[config.mk]
export PLATFORM = sky130hd
export DESIGN_NAME = uart_tx_fifo
export DESIGN_NICKNAME = d
export VERILOG_FILES = /design/src/rtl/uart_tx_fifo.sv
export SDC_FILE = /design/constraint.sdc
export NUM_CORES = 1
export LEC_CHECK = 0
export ABC_AREA = 1
export CORE_MARGIN = 1
export CORE_UTILIZATION = 50
export CTS_CLUSTER_SIZE = 12
export DETAILED_ROUTE_END_ITERATION = 12
export GPL_TIMING_DRIVEN = 0
export PLACE_DENSITY_LB_ADDON = 0.15
export SETUP_SLACK_MARGIN = 0.02
export SYNTH_ARGS = -nofsm -noshare
export SYNTH_HDL_FRONTEND = slang
export SYNTH_SLANG_ARGS = --single-unit
[constraint.sdc]
create_clock -name clk -period 5.7 [get_ports clk]
set_clock_uncertainty 0.2 [all_clocks]
set_input_delay 1.14 -clock clk [delete_from_list [all_inputs] [get_ports clk]]
set_output_delay 1.14 -clock clk [all_outputs]
set_load 0.02 [all_outputs]
[src/rtl/uart_tx_fifo.sv]
// Debug UART transmitter: 16-entry byte FIFO behind a valid/ready port, drained
// by an 8N1 LSB-first serialiser with a registered line output.
module uart_tx_fifo #(
  parameter int unsigned CLKS_PER_BIT = 217,
  parameter int unsigned FIFO_AW      = 4
) (
  input  logic               clk,
  input  logic               rst,
  input  logic               tx_valid,
  input  logic [7:0]         tx_data,
  output logic               tx_ready,
  output logic               tx_busy,
  output logic [FIFO_AW:0]   fifo_level,
  output logic               UART_TX
);

  localparam int unsigned    DEPTH    = 1 << FIFO_AW;
  localparam logic [FIFO_AW:0] LVL_FULL = {1'b1, {FIFO_AW{1'b0}}};
  localparam logic [15:0]    CNT_MAX  = 16'(CLKS_PER_BIT - 1);

  typedef enum logic [1:0] {IDLE, START, DATA, STOP} state_e;

  state_e               state_q, state_d;
  logic [15:0]          cnt_q, cnt_d;
  logic [2:0]           bit_q, bit_d;
  logic [7:0]           shift_q, shift_d;
  logic                 tx_q, tx_d;
  logic                 busy_q, busy_d;
  logic [FIFO_AW-1:0]   wr_ptr_q, wr_ptr_d;
  logic [FIFO_AW-1:0]   rd_ptr_q, rd_ptr_d;
  logic [FIFO_AW:0]     level_q, level_d;
  logic [7:0]           mem_q [DEPTH];

  logic push, pop, fifo_empty, cell_done;

  // Ready is decoded from the registered level only, so a same-cycle pop on
  // a full FIFO does not open the door until the next cycle.
  assign tx_ready   = (level_q != LVL_FULL);
  assign fifo_empty = (level_q == '0);
  assign push       = tx_valid && tx_ready;
  assign cell_done  = (cnt_q == '0);

  assign tx_busy    = busy_q;
  assign fifo_level = level_q;
  assign UART_TX    = tx_q;

  always_comb begin
    state_d = state_q;
    cnt_d   = cnt_q;
    bit_d   = bit_q;
    shift_d = shift_q;
    pop     = 1'b0;
    unique case (state_q)
      IDLE: begin
        if (!fifo_empty) begin
          pop     = 1'b1;
          shift_d = mem_q[rd_ptr_q];
          cnt_d   = CNT_MAX;
          state_d = START;
        end
      end
      START: begin
        if (cell_done) begin
          cnt_d   = CNT_MAX;
          bit_d   = '0;
          state_d = DATA;
        end else begin
          cnt_d = cnt_q - 16'd1;
        end
      end
      DATA: begin
        if (cell_done) begin
          cnt_d   = CNT_MAX;
          shift_d = {1'b0, shift_q[7:1]};
          if (bit_q == 3'd7) state_d = STOP;
          else               bit_d   = bit_q + 3'd1;
        end else begin
          cnt_d = cnt_q - 16'd1;
        end
      end
      STOP: begin
        // Chain straight into the next start bit when more data is waiting.
        if (cell_done) begin
          if (!fifo_empty) begin
            pop     = 1'b1;
            shift_d = mem_q[rd_ptr_q];
            cnt_d   = CNT_MAX;
            state_d = START;
          end else begin
            state_d = IDLE;
          end
        end else begin
          cnt_d = cnt_q - 16'd1;
        end
      end
      default: state_d = IDLE;
    endcase
  end

  always_comb begin
    wr_ptr_d = push ? wr_ptr_q + 1'b1 : wr_ptr_q;
    rd_ptr_d = pop  ? rd_ptr_q + 1'b1 : rd_ptr_q;
    level_d  = level_q;
    unique case ({push, pop})
      2'b10:   level_d = level_q + 1'b1;
      2'b01:   level_d = level_q - 1'b1;
      default: level_d = level_q;
    endcase
    busy_d = (state_d != IDLE) || (level_d != '0);
  end

  // Line value follows the current state, so it lags the FSM by one cycle.
  always_comb begin
    tx_d = 1'b1;
    unique case (state_q)
      START:   tx_d = 1'b0;
      DATA:    tx_d = shift_q[0];
      default: tx_d = 1'b1;
    endcase
  end

  always_ff @(posedge clk) begin
    if (rst) begin
      state_q  <= IDLE;
      cnt_q    <= '0;
      bit_q    <= '0;
      shift_q  <= 8'hFF;
      tx_q     <= 1'b1;
      busy_q   <= 1'b0;
      wr_ptr_q <= '0;
      rd_ptr_q <= '0;
      level_q  <= '0;
    end else begin
      state_q  <= state_d;
      cnt_q    <= cnt_d;
      bit_q    <= bit_d;
      shift_q  <= shift_d;
      tx_q     <= tx_d;
      busy_q   <= busy_d;
      wr_ptr_q <= wr_ptr_d;
      rd_ptr_q <= rd_ptr_d;
      level_q  <= level_d;
    end
  end

  // Storage has no reset so it maps onto distributed RAM; only written slots
  // are ever read.
  always_ff @(posedge clk) begin
    if (push) mem_q[wr_ptr_q] <= tx_data;
  end

endmodule

# After elaboration in Yosys (flattened, before gate mapping)
# Memory sizes are Yosys's and may differ from the RTL's. A register that Yosys moved wholly into a read port is not among the register bits.
# Index checks and enable logic that the tools add are counted.
[classes]
shifts = 0
n_mux = 28
mul = 0
n_eq_ne = 11
n_addsub = 6
order_cmp = 0
reduce_logical = 12
div_mod_pow = 0
n_bitwise = 0
[op_table]
columns = ["operator", "count"]
rows = [
  ["2-to-1 mux 16 bit", 3],
  ["case mux 16 bit (3 select lines)", 1],
  ["2-to-1 mux 8 bit", 3],
  ["case mux 8 bit (3 select lines)", 1],
  ["zero test 16 bit", 1],
  ["subtractor 16 x 1 -> 16 bit, second input constant", 1],
  ["2-to-1 mux 2 bit", 5],
  ["case mux 5 bit (2 select lines)", 1],
  ["2-to-1 mux 3 bit", 3],
  ["adder 4 x 1 -> 4 bit, second input constant", 2],
  ["2-to-1 mux 4 bit", 2],
  ["inequality test 2 bit, second input constant", 4],
  ["case mux 2 bit (4 select lines)", 1],
  ["equality test 2 bit, second input constant", 3],
  ["case mux 3 bit (2 select lines)", 1],
  ["adder 5 x 1 -> 5 bit, second input constant", 1],
  ["zero test 5 bit", 1],
  ["2-to-1 mux 1 bit", 5],
  ["inequality test 5 bit, second input constant", 1],
  ["nonzero test 5 bit", 1],
  ["subtractor 5 x 1 -> 5 bit, second input constant", 1],
  ["equality test 2 x 1 -> 1 bit, second input constant", 2],
  ["case mux 1 bit (2 select lines)", 2],
  ["AND reduction 4 bit", 1],
  ["9 further kinds", 10],
]
[totals]
mem_count = 1
in_bits = 11
latchBits = 0
output_inout_bits = 8
regBits = 44
mem_bits_ro = 0
elab_cells = 67
ramBits = 128
[memory_table]
columns = ["memory", "words", "width", "read_ports", "rd_clocked_by_memory_dff", "wr", "line", "source"]
rows = [
  ["mem_q", 16, 8, 1, 1, 1, "32", "logic [7:0] mem_q [DEPTH];"],
]

# Logic depth before layout (Yosys ltp)
[logic_depth]
depth_word = 8
ltp_mapped = 19
mapped_depth_nobuf = 19

# Least setup slack after synthesis
# No wires, ideal clock.
[synth_timing]
path_kind = "input-to-reg"
start = "in tx_valid"
end = "reg busy_q, in the netlist tx_busy"
setup_time_ns = 0.115
arrival_ns = 2.584
required_ns = 5.385
path_buffers = 0
cell_stages = 14
path_slack_ns = 2.801
cell_sequence = "nand2_1 -> nand3_4 -> nand2_1 -> nand2_1 -> inv_2 -> ha_1 -> o21ai_0 -> nand4_1 -> nor2_1 -> nand3_1 -> nand2_1 -> inv_1 -> a21oi_2 -> nand2_1"
[synth_between]
elab_chain_cells = 5
elab_cells_between_ends = 6
cone_classes = "eq/ne: 2; mux: 1; reduce/logical: 3"
[synth_rtl]
columns = ["item", "line", "source"]
rows = [
  ["from (decl)", "9", "input logic tx_valid,"],
  ["logical AND 1 bit (*)", "40", "assign push = tx_valid && tx_ready;"],
  ["equality test 2 x 1 -> 1 bit or equality test 2 bit (tied branches)", "104", "unique case ({push, pop})"],
  ["case mux 5 bit (2 select lines) (*)", "104", ""],
  ["nonzero test 5 bit (*)", "109", "busy_d = (state_d != IDLE) || (level_d != '0);"],
  ["logical OR 1 bit (*)", "109", ""],
  ["to (signal assigned)", "139", "busy_q <= busy_d;"],
  ["to (decl)", "28", "logic busy_q, busy_d;"],
]
# Every way passes the cells marked *; elsewhere a longest branch is shown, timed or not.
# A chain may end at the register's enable or synchronous reset.

# Worst setup path in the final report
# Ends and elaborated chain as after synthesis.

==> metrics.yaml <==
crit_fanout: 8
cts_buffers: 17
drv_slew: 0
gp_congestion: 0.9102
multi_input_area_um2: 2582
synth_cells: 730
crit-reg2reg-launch: "cnt_q[0]"
drc: 0
initial_utilization_pct: 51.31
postSynthAreaPerCell_um2: 10.72
fin_ws_ps: 2443
antenna_found_initial: 0
postCtsHoldBufs: 0
whs_ps: 259.9
ys_seq_area_share_pct: 61.37
cp_slowest_cell: "clkdlybuf4s50_1"
grt_pass1_vias: 5212
dieWidth_um: 127.1
start_kind: "input pin"
syn_area_um2: 7829
crit_top_cell: "nand2_1"
synth_seq_cells: 176
fill_cells: 1278
wl_per_cell_um: 18.61
dpl_worst_slack_ps: 2009
tritoncts: "yes"
drive_gt1_share_pct: 7.574
dieArea_um2: 16160
fmax_mhz: 307.0
hold_violations: 0
p_per_area_nw_per_um2: 489.0
core_area_um2: 15260
tns_ps: 0
final_cell_mix: "edfxtp_1 (128), a21oi_1 (84), inv_1 (77)"
rsz0062_at_grt: "false"
critPathKind: "input pin to flop"
grt_pass1_wl_um: 28200
register_area_um2: 4805
antenna_left: 0
grt_overflow: 0
dr.pass1.iters: 5
die_y_um: 127.1
vias: 5509
path_cells: "clkdlybuf4s50_1 > nand2_1 > nand3_4 > nand2_1 > nand2_1 > inv_2 > ha_1 > o21ai_0 > nand4_1 > nor2_1 > nand3_1 > nand2_1 > inv_1 > a21oi_2 > nand2_1"
clk_latency_ps: 430
p_leak_nw: 3.226
fin_crit_ps: 3257
wl_um: 18430
viasPerCell: 5.565
clk_pin_slew_worst_paths_ps: 60
cts_buffer_depth: 2
syn2layout_area_growth_pct: 12.80
num_antenna_cells: 0
htree_levels: 4
min-delay-path-class: "flop to flop"
placed_area_um2: 8263
synth_edf_count: 128
cts-resized-gates: 0
tightest_slew_ps: 924.6
cts.sink_count: 176
yosysWarnings: 0
fin_nets: 793
layout_worst_path_cycle_share_pct: 57.15
syn-num-nets: 757
maxCapViolations: 0
status: "completed"
synth_cell_types: 47
crit_start: "tx_valid"
drt_iter0_drc: 443
min_from: "cnt_q[0]"
async_reset_ff_share_pct: 0
cts-root-buf: "clkbuf_16"
critical_path.endpoint_type: "flop"
ir_drop_mv: 0.2579
final_common_cell: "edfxtp_1"
relSlewSlack_pct: 38.13
postLayoutCellArea_um2: 8831
portBuffers: 17
rows: 45
post_cts.repair.setup_buffers: 0
cp_data_required_time_ps: 5820
worstPathArrival_ps: 3380
grt_max_degree: 17
setup_viol: 0
synthFlopType: "edfxtp_1"
finalPower_mw: 4.318
max_stage_delay_ps: 450
finalNonFillerCells: 990
grt_usage_pct: 23.84
place_inst: 958
utilization_pct: 57.88
io_pins: 19
hpwl_um: 13080
critical path, delay by kind of cell:
| family | cells | cell delay, ps |
|---|---|---|
| AND/OR/NAND/NOR | 9 | 1080 |
| buffers and inverters | 3 | 540 |
| AO/OA/AOI/OAI | 2 | 330 |
| adder cells (fa/ha/maj) | 1 | 270 |
cell type report:
cell class | count | share of cell area (%)
Timing Repair Buffer | 17 | 1.927
Tap cell | 211 | 2.990
Clock buffer | 23 | 5.526
Buffer | 32 | 1.516
Multi-Input combinational cell | 440 | 29.24
Inverter | 82 | 3.485
Sequential cell | 176 | 54.41
Clock inverter | 9 | 0.9068
final timing paths:
| path | to | slack, ps | cells past startpoint |
|---|---|---|---|
| setup / recovery | tx_busy | 2440 | 15 |
| hold / removal | cnt_q[0] | 260 | 1 |
| hold reg to reg | cnt_q[0] | 260 | 1 |
| setup reg to reg | tx_busy | 2690 | 17 |
synth_stat cells (3+ instances only):
master    instances  area, um^2
a21oi_1          84       420.4
a311oi_1          4       35.03
buf_2             8       40.04
clkbuf_1         21       78.83
clkinv_1          3       11.26
dfxtp_1          48       960.9
edfxtp_1        128        3844
ha_1             16       200.2
inv_1            77       289.0
mux2i_1          32       320.3
nand2_1          66       247.7
nand3_1          29       145.1
nand3_2           4       40.04
nand4_1           6       37.54
nor2_1           59       221.5
nor2_2            4       25.02
nor3_1            3       15.01
o211ai_1         33       247.7
o21ai_0          66       330.3
xor2_1            4       35.03
flip-flops by register name, summed over array words and instances, names as in the netlist, 2 cells and up, named ones only:
register and flops:
mem_q 128, cnt_q 16, shift_q 8, fifo_level 5, rd_ptr_q 4, wr_ptr_q 4
bit_q 3, state_q 2
report_power, final:
part	leakage [nW]	switching (mW)	internal (mW)	total (mW)
logic	1.39	1.09	0.543	1.63
registers	1.55	0.0874	1.49	1.57
clock network	0.282	0.467	0.647	1.11
per-layer routing:
layer / GRT usage [%] / vias to the layer above / part of all wire, %
met5: 0 / - / 0
met2: 40.59 / 130 / 50
met1: 30.37 / 2688 / 44
met3: 5.486 / 18 / 5.1
li1: - / 2673 / -
met4: 7.213 / 0 / 1.3
cell families after synthesis:
group	after synthesis	share of synthesized area, %
muxes	32	4.091
buffers and inverters	114	5.642
DFF	176	61.37
and+or+nand+nor	181	10.61
adders and majority gates	16	2.557
AOI/OAI and AO/OA	205	15.06
xor gates and xnor gates	6	0.6712
(Power assumes the default switching activity.)
